==> src/rtl/gt_common_pkg.sv <==
// Shared PLL bank definitions: channel state encoding,
// DRP register map and bus widths.
package gt_common_pkg;

   localparam int DRP_AW = 8;
   localparam int DRP_DW = 16;

   typedef enum logic [1:0] {
      PLL_OFF    = 2'd0,
      PLL_ACQ    = 2'd1,
      PLL_LOCKED = 2'd2,
      PLL_LOST   = 2'd3
   } pll_state_e;

   localparam logic [3:0] REG_FBDIV   = 4'h0;
   localparam logic [3:0] REG_STATUS  = 4'h1;
   localparam logic [3:0] REG_LOCKCNT = 4'h2;
   localparam logic [3:0] REG_SCRATCH = 4'h3;

endpackage

==> src/rtl/gt_pll_chan.sv <==
// One PLL channel: lock FSM, lock counter, refclk
// watchdog and feedback divider clock-enable.
module gt_pll_chan
   import gt_common_pkg::*;
#(
   parameter int LOCK_CYCLES  = 100,
   parameter int LOST_TIMEOUT = 64
) (
   input  logic       DRPCLK,
   input  logic       RESET,
   input  logic       pllreset,
   input  logic       pllpd,
   input  logic       locken,
   input  logic       refclkvalid,
   input  logic [7:0] fbdiv,
   input  logic       div_clr,
   output pll_state_e state,
   output logic [7:0] lock_cnt,
   output logic       lock,
   output logic       refclklost,
   output logic       outce
);

   localparam logic [7:0] LCK = 8'(LOCK_CYCLES);
   localparam logic [7:0] TMO = 8'(LOST_TIMEOUT);

   pll_state_e st_n;
   logic [7:0] lc_n, div_cnt, dc_n, wd, wd_n, wd_inc;
   logic       lost_n, oce_n;

   always_comb begin
      st_n   = state;
      lc_n   = lock_cnt;
      dc_n   = div_cnt;
      wd_n   = wd;
      lost_n = refclklost;
      oce_n  = 1'b0;
      wd_inc = wd + 8'd1;
      unique case (state)
         PLL_OFF: begin
            lc_n   = '0;
            dc_n   = '0;
            wd_n   = '0;
            lost_n = 1'b1;
            if (locken) st_n = PLL_ACQ;
         end
         PLL_ACQ: begin
            if (refclkvalid) begin
               wd_n   = '0;
               lost_n = 1'b0;
               if (locken) begin
                  if (lock_cnt != 8'hFF) lc_n = lock_cnt + 8'd1;
                  if (lc_n == LCK) st_n = PLL_LOCKED;
               end
            end else if (wd_inc == TMO) begin
               st_n   = PLL_LOST;
               lc_n   = '0;
               dc_n   = '0;
               wd_n   = '0;
               lost_n = 1'b1;
            end else begin
               wd_n = wd_inc;
            end
         end
         PLL_LOCKED: begin
            if (refclkvalid) begin
               wd_n = '0;
               if (div_cnt + 8'd1 >= fbdiv) begin
                  oce_n = 1'b1;
                  dc_n  = '0;
               end else begin
                  dc_n = div_cnt + 8'd1;
               end
            end else if (wd_inc == TMO) begin
               st_n   = PLL_LOST;
               lc_n   = '0;
               dc_n   = '0;
               wd_n   = '0;
               lost_n = 1'b1;
            end else begin
               wd_n = wd_inc;
            end
         end
         PLL_LOST: begin
            if (refclkvalid) begin
               st_n   = PLL_ACQ;
               lc_n   = 8'd1;
               wd_n   = '0;
               lost_n = 1'b0;
            end
         end
         default: st_n = PLL_OFF;
      endcase
      if (div_clr) dc_n = '0;
      // Reset and power-down override every other event.
      if (pllreset || pllpd) begin
         st_n   = PLL_OFF;
         lc_n   = '0;
         dc_n   = '0;
         wd_n   = '0;
         lost_n = 1'b1;
         oce_n  = 1'b0;
      end
   end

   always_ff @(posedge DRPCLK) begin
      if (RESET) begin
         state      <= PLL_OFF;
         lock_cnt   <= '0;
         div_cnt    <= '0;
         wd         <= '0;
         lock       <= 1'b0;
         refclklost <= 1'b1;
         outce      <= 1'b0;
      end else begin
         state      <= st_n;
         lock_cnt   <= lc_n;
         div_cnt    <= dc_n;
         wd         <= wd_n;
         lock       <= (st_n == PLL_LOCKED);
         refclklost <= lost_n;
         outce      <= oce_n;
      end
   end

endmodule

==> src/rtl/gt_pll_bank.sv <==
// Bank of PLL channels with a shared DRP port holding
// per-channel divider, status, lock count and scratch.
module gt_pll_bank
   import gt_common_pkg::*;
#(
   parameter int N_PLL        = 2,
   parameter int LOCK_CYCLES  = 100,
   parameter int LOST_TIMEOUT = 64,
   parameter int FBDIV_INIT   = 4
) (
   input  logic              DRPCLK,
   input  logic              RESET,
   input  logic [N_PLL-1:0]  PLLRESET,
   input  logic [N_PLL-1:0]  PLLPD,
   input  logic [N_PLL-1:0]  PLLLOCKEN,
   input  logic [N_PLL-1:0]  REFCLKVALID,
   output logic [N_PLL-1:0]  PLLLOCK,
   output logic [N_PLL-1:0]  PLLREFCLKLOST,
   output logic [N_PLL-1:0]  PLLOUTCE,
   input  logic              DRPEN,
   input  logic              DRPWE,
   input  logic [DRP_AW-1:0] DRPADDR,
   input  logic [DRP_DW-1:0] DRPDI,
   output logic [DRP_DW-1:0] DRPDO,
   output logic              DRPRDY
);

   logic [7:0]        fbdiv_q   [N_PLL];
   logic [15:0]       scratch_q [N_PLL];
   pll_state_e        st_w      [N_PLL];
   logic [7:0]        lc_w      [N_PLL];
   logic [N_PLL-1:0]  fb_wr, sc_wr;
   logic [DRP_DW-1:0] rd_data;
   logic [3:0]        ch, rg;
   logic              accept, wr;
   logic [7:0]        fb_wdata;

   assign ch       = DRPADDR[7:4];
   assign rg       = DRPADDR[3:0];
   assign accept   = DRPEN && !DRPRDY;
   assign wr       = accept && DRPWE;
   assign fb_wdata = (DRPDI[7:0] == 8'd0) ? 8'd1 : DRPDI[7:0];

   // Unmatched channel or offset leaves read data at 0 and no write strobe.
   always_comb begin
      rd_data = '0;
      fb_wr   = '0;
      sc_wr   = '0;
      for (int i = 0; i < N_PLL; i++) begin
         if (ch == 4'(i)) begin
            unique case (rg)
               REG_FBDIV: begin
                  rd_data  = {8'b0, fbdiv_q[i]};
                  fb_wr[i] = wr;
               end
               REG_STATUS:
                  rd_data = {12'b0, PLLLOCK[i], PLLREFCLKLOST[i], st_w[i]};
               REG_LOCKCNT:
                  rd_data = {8'b0, lc_w[i]};
               REG_SCRATCH: begin
                  rd_data  = scratch_q[i];
                  sc_wr[i] = wr;
               end
               default: rd_data = '0;
            endcase
         end
      end
   end

   always_ff @(posedge DRPCLK) begin
      if (RESET) begin
         DRPRDY <= 1'b0;
         DRPDO  <= '0;
         for (int i = 0; i < N_PLL; i++) begin
            fbdiv_q[i]   <= 8'(FBDIV_INIT);
            scratch_q[i] <= '0;
         end
      end else begin
         DRPRDY <= accept;
         if (accept) DRPDO <= DRPWE ? '0 : rd_data;
         for (int i = 0; i < N_PLL; i++) begin
            if (fb_wr[i]) fbdiv_q[i]   <= fb_wdata;
            if (sc_wr[i]) scratch_q[i] <= DRPDI;
         end
      end
   end

   for (genvar g = 0; g < N_PLL; g++) begin : g_chan
      gt_pll_chan #(
         .LOCK_CYCLES  (LOCK_CYCLES),
         .LOST_TIMEOUT (LOST_TIMEOUT)
      ) u_chan (
         .DRPCLK      (DRPCLK),
         .RESET       (RESET),
         .pllreset    (PLLRESET[g]),
         .pllpd       (PLLPD[g]),
         .locken      (PLLLOCKEN[g]),
         .refclkvalid (REFCLKVALID[g]),
         .fbdiv       (fbdiv_q[g]),
         .div_clr     (fb_wr[g]),
         .state       (st_w[g]),
         .lock_cnt    (lc_w[g]),
         .lock        (PLLLOCK[g]),
         .refclklost  (PLLREFCLKLOST[g]),
         .outce       (PLLOUTCE[g])
      );
   end

endmodule

==> config.mk <==
export PLATFORM = sky130hd
export DESIGN_NAME = gt_pll_bank
export DESIGN_NICKNAME = d
export VERILOG_FILES = /design/src/rtl/gt_common_pkg.sv /design/src/rtl/gt_pll_chan.sv /design/src/rtl/gt_pll_bank.sv
export SDC_FILE = /design/constraint.sdc
export NUM_CORES = 1
export LEC_CHECK = 0
export ABC_AREA = 1
export CAP_MARGIN = 20
export CORE_AREA = 2 2 118 120
export DETAILED_ROUTE_END_ITERATION = 6
export DIE_AREA = 0 0 120 122
export PLACE_DENSITY_LB_ADDON = 0.3
export SYNTH_ARGS = -nofsm -noshare
export SYNTH_HDL_FRONTEND = slang
export SYNTH_SLANG_ARGS = --single-unit
==> constraint.sdc <==
create_clock -name DRPCLK -period 2.64 [get_ports DRPCLK]
set_input_delay 0.396 -clock DRPCLK [delete_from_list [all_inputs] [get_ports DRPCLK]]
set_output_delay 0.396 -clock DRPCLK [all_outputs]
set_load 0.05 [all_outputs]
==> metrics.md, run 1 <==
| Metric | Value |
|---|---|
| Worst Hold Class | reg -> reg |
| Synth top area cells | dfxtp_1 21%, edfxtp_1 20%, nand2_1 14% |
| Footprint of the multi-input gates | 0.003694 sq mm |
| Vias in the first global route | 6015 |
| Leak Pwr | 3.584 nW |
| Sequential power share | 43.4% |
| Pwr Density | 528.8 mW/mm^2 |
| Total I/O pin count | 59 |
| Clock buffer depth | 2 |
| Slew Limit Fails | 0 |
| Hold_buf cts | 0 |
| Met1 Use GR | 33.45% |
| Syn_area_per_cell | 7.375 sq um |
| Hold Startpoint | DRPDO[8] |
| Endpoints failing setup | 0 |
| Status | complete, no violations |
| Vias per cell | 5.373 |
| Via Count | 6754 |
| Reg2reg start | g_chan[0].u_chan.div_cnt[1] |
| CP Capture Type | flop |
| Asr flop ratio synth | 0% |
| Worst Path Max Fanout | 5 |
| Die width | 120 microns |
| # clock sinks | 123 |
| Routing usage on met2 | 40.80% |
| Post-synth top flop | dfxtp_1 |
| Synth top area share | 20.71% |
| Initial drt markers | 683 |
| Antenna-violating nets left | 0 |
| GR Overflow Total | 0 |
| Routed WL per cell | 14.37 microns |
| Inserted Diodes | 0 |
| Final-report hold violation count | 0 |
| Die height | 122 microns |
| Most Crowded Layer GR | met2 |
| Pint | 3.447 mW |
| Drt pass-1 iters | 6 |
| EDFF count, synth | 48 |
| Min Clock Period, post-route | 2.474 ns |
| Fmax achieved | 404.2 MHz |
| Port bufs | 58 |
| Final GP Congestion | 0.9329 |
| Post-Place Setup Slack | 0.08401 ns |
| Synthesized Nets | 1053 |
| Critical path's largest stage delay | 0.37 ns |
| Synthesis-to-finish area growth | 20.56% |
| Buffers & Inverters on Critical Path | 1 |
| Ys Warns | 0 |
| Layout cells sized above 1 | 9.006% |
| Worst-Margin Slew | 0.6026 ns |
| Net switching power | 1.174 mW |
| Total power draw | 4.621 mW |
| Clock Root Buffer | clkbuf_16 |
| Crit path max-delay cell type | dfxtp_1 |
| Clk_lat worst skew | 0.42 ns |
| Row cnt | 43 |
| Synthesized cell area | 0.007249 sq mm |
| Die area | 0.01464 sq mm |
| Clock share of power | 51.1% |
| Clock Skew | 0.008712 ns |
| Top-count cell post-synth | nand2_1 |
| Max-slew headroom | 59.55% |
| Worst setup SP type | flop |
| Synth cell types | 48 |
| Sequential fraction of the synthesis area | 40.59% |
| Post-layout util | 64.72% |
| Final worst-path cycle share | 93.71% |
| Drt total wl | 18070 microns |
| Synth area leader | dfxtp_1 |
| Yosys reg bits | 123 |
| Critical Path RT | 2.99 ns |
| Kind of critical path | reg -> reg |
| Combinational Power Share | 5.5% |
| Pin count of the biggest net entering global routing | 19 |
| Area of the core | 0.01350 sq mm |
| First-pass GRT wire length | 28950 microns |
| Clk slew on worst S/H paths | 0.06 ns |
| Max cap viols | 0 |
| Mapped Cells | 983 |
| Initial Utilization | 53.68% |
| CTS tree | built |
| Final WS setup | 0.1660 ns |
| WP data arrival | 2.82 ns |
| Total GRT Usage | 25.15% |
| Cells along the critical path | ha_1 -> nand3_1 -> nand3b_1 -> xor2_2 -> inv_1 -> ha_1 -> nand2_1 -> o21ai_0 -> a21oi_2 -> nand2_2 -> o31ai_2 -> nand2_1 -> a21oi_1 |
| Worst vdd ir | 0.5535 mV |
| Sw Share | 25.41% |
| Filler cells | 1165 |
| Initial antenna violation count | 0 |
| Htree depth | 4 |
| DRC Markers | 0 |
| FF/Latch Area | 0.002945 sq mm |
| Nets | 1134 |
| Crit path launch | g_chan[0].u_chan.div_cnt[1] |
| Top delay family on crit path | compound AO/OA/AOI/OAI gates |
| Detailed-placement wirelength estimate | 13310 microns |
| R2r setup slk | 0.17 ns |
| CTS Buf Count | 17 |
| Synth cell count leaders | 278 x nand2_1, 126 x inv_1, 86 x a21oi_1 |
| Met3 Usage GRT | 5.993% |
==> worst reg2reg max path: cells and delay by family, from the launching register on <==
kind | cells | cell delay (ns)
compound gates | 4 | 0.65
xor+xnor | 1 | 0.19
fa+ha+maj | 2 | 0.49
buf+inv | 1 | 0.06
flops | 1 | 0.37
simple gates | 5 | 0.63
==> power by group through the flow <==
stage / Sequential, mW / Combinational, mW / Clock [mW]
after global placement: 2.05 / 0.250 / 0
after global routing: 2.01 / 0.280 / 2.48
after detailed placement: 2.05 / 0.252 / 0
after CTS: 2.00 / 0.253 / 2.38
final: 2.00 / 0.256 / 2.36
after floorplan: 2.05 / 0.129 / 0
==> path summary, 6_finish.rpt <==
| path | end | cells past startpoint |
|---|---|---|
| worst max-delay path | g_chan[0].u_chan.div_cnt[6] | 13 |
| worst min register to register | DRPDO[8] | 2 |
| worst max register to register | g_chan[0].u_chan.div_cnt[6] | 13 |
| worst min-delay path | DRPDO[8] | 2 |
==> stage by stage <==
stage               cells  area (sq um)  setup TNS (ns)  hold slack, ns
floorplan             983          7249               0          0.4517
global placement     1224          8117               0          0.4537
detailed placement   1224          8117               0          0.4586
CTS                  1256          8711               0          0.4659
global route         1257          8740        -0.06657          0.4849
finish               1257          8740               0          0.4642
==> placed cells by master, fill, tap and decap left out, drive strengths merged, types with 34 or more instances in the layout <==
cell type,n
dfxtp,75
nand3,69
edfxtp,48
nor2,91
o21ai,57
clkdlybuf4s50,58
inv,140
ha,34
a21oi,87
nand2,286
==> layer usage <==
layer	vias to the layer above	routed length, microns
met1	3113	8103
li1	3400	-
met3	27	1046
met5	-	0
met2	214	8533
met4	0	384
==> repair_timing <==
action,CTS,global route
setup endpoints to repair,0,17
setup buffers,0,0
hold endpoints to repair,0,0
resized for setup,0,9
==> cell families (layout without fill, tap and decap cells) <==
logic type      Yosys count  after routing  share of synthesized area [%]
fa+ha+maj                34             34                          5.868
simple gates            470            471                          27.77
xor+xnor                 18             18                          2.278
compound gates          183            183                          14.67
buf+inv                 155            248                          8.819
flops                   123            123                          40.59
==> sequential cells by signal, summed over array words and instances, names as in the netlist <==
name / flops
g_chan.u_chan.lock: 2
scratch_q: 32
fbdiv_q: 16
DRPRDY: 1
g_chan.u_chan.wd: 16
g_chan.u_chan.div_cnt: 16
g_chan.u_chan.state: 4
g_chan.u_chan.outce: 2
g_chan.u_chan.refclklost: 2
DRPDO: 16
g_chan.u_chan.lock_cnt: 16
==> cell type report <==
cell class | instances | share of cell area (%)
Sequential cell | 123 | 33.70
Tap cell | 180 | 2.577
Multi-Input combinational cell | 706 | 42.26
Clock buffer | 17 | 4.868
Clock inverter | 15 | 1.933
Timing Repair Buffer | 83 | 8.933
Inverter | 133 | 5.727
(Power assumes the default switching activity.)
==> run 2, diff against run 1 <==
Settings changed: CAP_MARGIN 20 to unset, CTS_CLUSTER_SIZE set to 8.
==> results of run 2 <==
No change in the layout: final DEF, timing and power equal those of run 1.
==> run 3, diff against run 2 <==
Settings changed: CELL_PAD_IN_SITES_DETAIL_PLACEMENT set to 1, CELL_PAD_IN_SITES_GLOBAL_PLACEMENT set to 1, CORE_AREA 2 2 118 120 to 2 2 133 135, DIE_AREA 0 0 120 122 to 0 0 135 137, PLACE_DENSITY_LB_ADDON 0.3 to 0.1.
==> run 3 against run 2 <==
Net effect: final area grew 2.9%; clock power grew 6%; fmax shrank 4.9%; critical path type unchanged.
==> metrics.md, run 3 (synthesized netlist as in run 1, its figures left out) <==
| Metric | Value |
|---|---|
| Status | complete, no violations (unchanged) |
| Dpl cell area | 0.008275 sq mm (was 0.008117 sq mm) |
| First-pass GRT wire length | 37300 microns (was 28950 microns) |
| Initial antenna violation count | 0 (unchanged) |
| Final-report hold violation count | 0 (unchanged) |
| Post-layout util | 52.74% (was 64.72%) |
| Worst R2R End | g_chan[1].u_chan.div_cnt[6] (was g_chan[0].u_chan.div_cnt[6]) |
| Area of the core | 0.01706 sq mm (was 0.01350 sq mm) |
| Slew Limit Fails | 0 (unchanged) |
| Pin count of the biggest net entering global routing | 19 (unchanged) |
| Port bufs | 58 (unchanged) |
| Clk slew on worst S/H paths | 0.06 ns (about the same) |
| Endpoints failing setup | 0 (unchanged) |
| Hold Path End | DRPDO[12] (was DRPDO[8]) |
| CP Capture Type | flop (unchanged) |
| Clock buffer depth | 2 (unchanged) |
| Critical Path RT | 2.98 ns (was 2.99 ns) |
| Layout cells sized above 1 | 10.80% (was 9.006%) |
| Met1 Use GR | 32.79% (was 33.45%) |
| R2r setup slk | 0.04 ns (was 0.17 ns) |
| Top reg by flops | scratch_q (unchanged) |
| Worst hold path stage count | 2 (unchanged) |
| Die width | 135 microns (was 120 microns) |
| CTS tree | built (unchanged) |
| Htree depth | 4 (unchanged) |
| Final GP Congestion | 0.8649 (was 0.9329) |
| Drt pass-1 iters | 6 (unchanged) |
| Routed WL per cell | 17.84 microns (was 14.37 microns) |
| Pwr Density | 531.2 mW/mm^2 (was 528.8 mW/mm^2) |
| Fmax achieved | 384.2 MHz (was 404.2 MHz) |
| Commonest non-fill, non-tap cell in the layout | nand2_1 (unchanged) |
| WP data arrival | 2.94 ns (was 2.82 ns) |
| Max reg flops | 32 (unchanged) |
| # clock sinks | 123 (unchanged) |
| Routing usage on met2 | 45.01% (was 40.80%) |
| Min Clock Period, post-route | 2.603 ns (was 2.474 ns) |
| Vias per cell | 5.308 (was 5.373) |
| Hold_buf cts | 0 (unchanged) |
| Worst vdd ir | 0.4383 mV (was 0.5535 mV) |
| Synthesis-to-finish area growth | 24.08% (was 20.56%) |
| Clock Skew | 0.008318 ns (was 0.008712 ns) |
| Via Count | 6996 (was 6754) |
| Vias in the first global route | 7037 (was 6015) |
| Clock Root Buffer | clkbuf_16 (unchanged) |
| Filler cells | 2136 (was 1165) |
| Antenna-violating nets left | 0 (unchanged) |
| Design Area, Final | 0.008995 sq mm (was 0.008740 sq mm) |
| Clk_lat worst skew | 0.42 ns (about the same) |
| Final worst-path cycle share | 98.58% (was 93.71%) |
| Crit path launch | g_chan[1].u_chan.div_cnt[1] (was g_chan[0].u_chan.div_cnt[1]) |
| Nets | 1150 (was 1134) |
| Max-slew headroom | 57.04% (was 59.55%) |
| Leading cell types in the layout, fill and taps excluded | 276 x nand2_1, 126 x inv_1, 84 x a21oi_1 (was 278 x nand2_1, 126 x inv_1, 84 x a21oi_1) |
| Initial Utilization | 42.50% (was 53.68%) |
| Worst Path Max Fanout | 5 (unchanged) |
| Kind of critical path | reg -> reg (unchanged) |
| Worst reg2reg path depth | 14 (was 13) |
| Total I/O pin count | 59 (unchanged) |
| Met3 Usage GRT | 5.000% (was 5.993%) |
| Inserted Diodes | 0 (unchanged) |
| CTS Buf Count | 17 (unchanged) |
| Hold Startpoint | DRPDO[12] (was DRPDO[8]) |
| Most Crowded Layer GR | met2 (unchanged) |
| Initial drt markers | 405 (was 683) |
| Worst Hold Class | reg -> reg (unchanged) |
| Detailed-placement wirelength estimate | 17250 microns (was 13310 microns) |
| DRC Markers | 0 (unchanged) |
| Worst setup SP type | flop (unchanged) |
| Total GRT Usage | 25.85% (was 25.15%) |
| Die height | 137 microns (was 122 microns) |
| Worst-Margin Slew | 0.6437 ns (was 0.6026 ns) |
| Drt total wl | 23520 microns (was 18070 microns) |
| Leak Pwr | 3.681 nW (was 3.584 nW) |
| GR Overflow Total | 0 (unchanged) |
| Max cap viols | 0 (unchanged) |
| Die area | 0.01850 sq mm (was 0.01464 sq mm) |
| Reg2reg start | g_chan[1].u_chan.div_cnt[1] (was g_chan[0].u_chan.div_cnt[1]) |
| Row cnt | 48 (was 43) |
run 3: cell types whose count changed in the layout (fill, tap and decap cells not counted), sizes merged:
cell and change:
bufinv +1, clkbuf +1, clkinvlp -1, nand2 -1, inv -2, clkinv +1, buf +17
run 3: per-stage QoR:
stage / setup WS, ns / instances / total power, mW / TNS [ns] / hold slack (ns)
5_1_grt: -0.06488 / 1318 / 4.921 / -0.2228 / 0.4841
4_1_cts: 0.02020 / 1314 / 4.817 / 0 / 0.4689
3_5_place_dp: -0.08588 / 1281 / 2.323 / -0.4104 / 0.4610
6_report: 0.03737 / 1318 / 4.778 / 0 / 0.4679
3_3_place_gp: 0.1954 / 1281 / 2.316 / 0 / 0.4514
2_1_floorplan: 0.3695 / 983 / 2.175 / 0 / 0.4517
run 3: area by class of cell:
type                       instances  area, sq um  share of cell area [%]
multi-input combinational        705         3720                   41.35
tap                              225        281.5                   3.130
clock inverter                    14        172.7                   1.920
clock buffer                      18        450.4                   5.008
sequential                       123         2945                   32.74
timing repair buffer             100        924.6                   10.28
inverter                         133        500.5                   5.564
run 3: timing repair:
item,4_1_cts,5_1_grt
endpoints found under the setup margin,8,16
gates resized for setup,6,12
gates cloned,0,1
setup buffers,1,3
pin swaps,1,2
endpoints found under the hold margin,0,0
run 3: critical path, stage by stage (launching register included):
cell     delay, ns
dfxtp_2       0.38
nand3_1       0.14
nor2_2        0.14
nand4_1       0.12
xor2_1        0.16
inv_1         0.11
ha_4          0.27
a21oi_2       0.18
o21ai_1       0.11
a21oi_2       0.19
o41ai_4       0.13
buf_6         0.15
o21ai_1       0.16
nand2_1       0.12
a21oi_1       0.16
run 3: metal layers:
metal / wire, microns / up-vias / share of wire, %
li1: - / 3436 / -
met1: 10330 / 3389 / 44
met2: 11800 / 138 / 50
met3: 972 / 33 / 4.1
met4: 412 / 0 / 1.8
met5: 0 / - / 0
run 3: power breakdown:
part / switching (mW) / internal, mW / total, mW
clock: 0.999 / 1.49 / 2.49
combinational: 0.174 / 0.109 / 0.283
sequential: 0.0125 / 1.99 / 2.01
run 3: worst max-delay path by stage:
stage / endpoint / cells past startpoint / slack (ns)
after global routing: g_chan[1].u_chan.div_cnt[6] / 14 / -0.06
after CTS: g_chan[1].u_chan.div_cnt[6] / 14 / 0.02
after floorplan: g_chan[1].u_chan.div_cnt[3] / 13 / 0.37
final: g_chan[1].u_chan.div_cnt[6] / 14 / 0.04
after global placement: g_chan[1].u_chan.div_cnt[7] / 14 / 0.20
after detailed placement: g_chan[1].u_chan.div_cnt[1] / 14 / -0.09
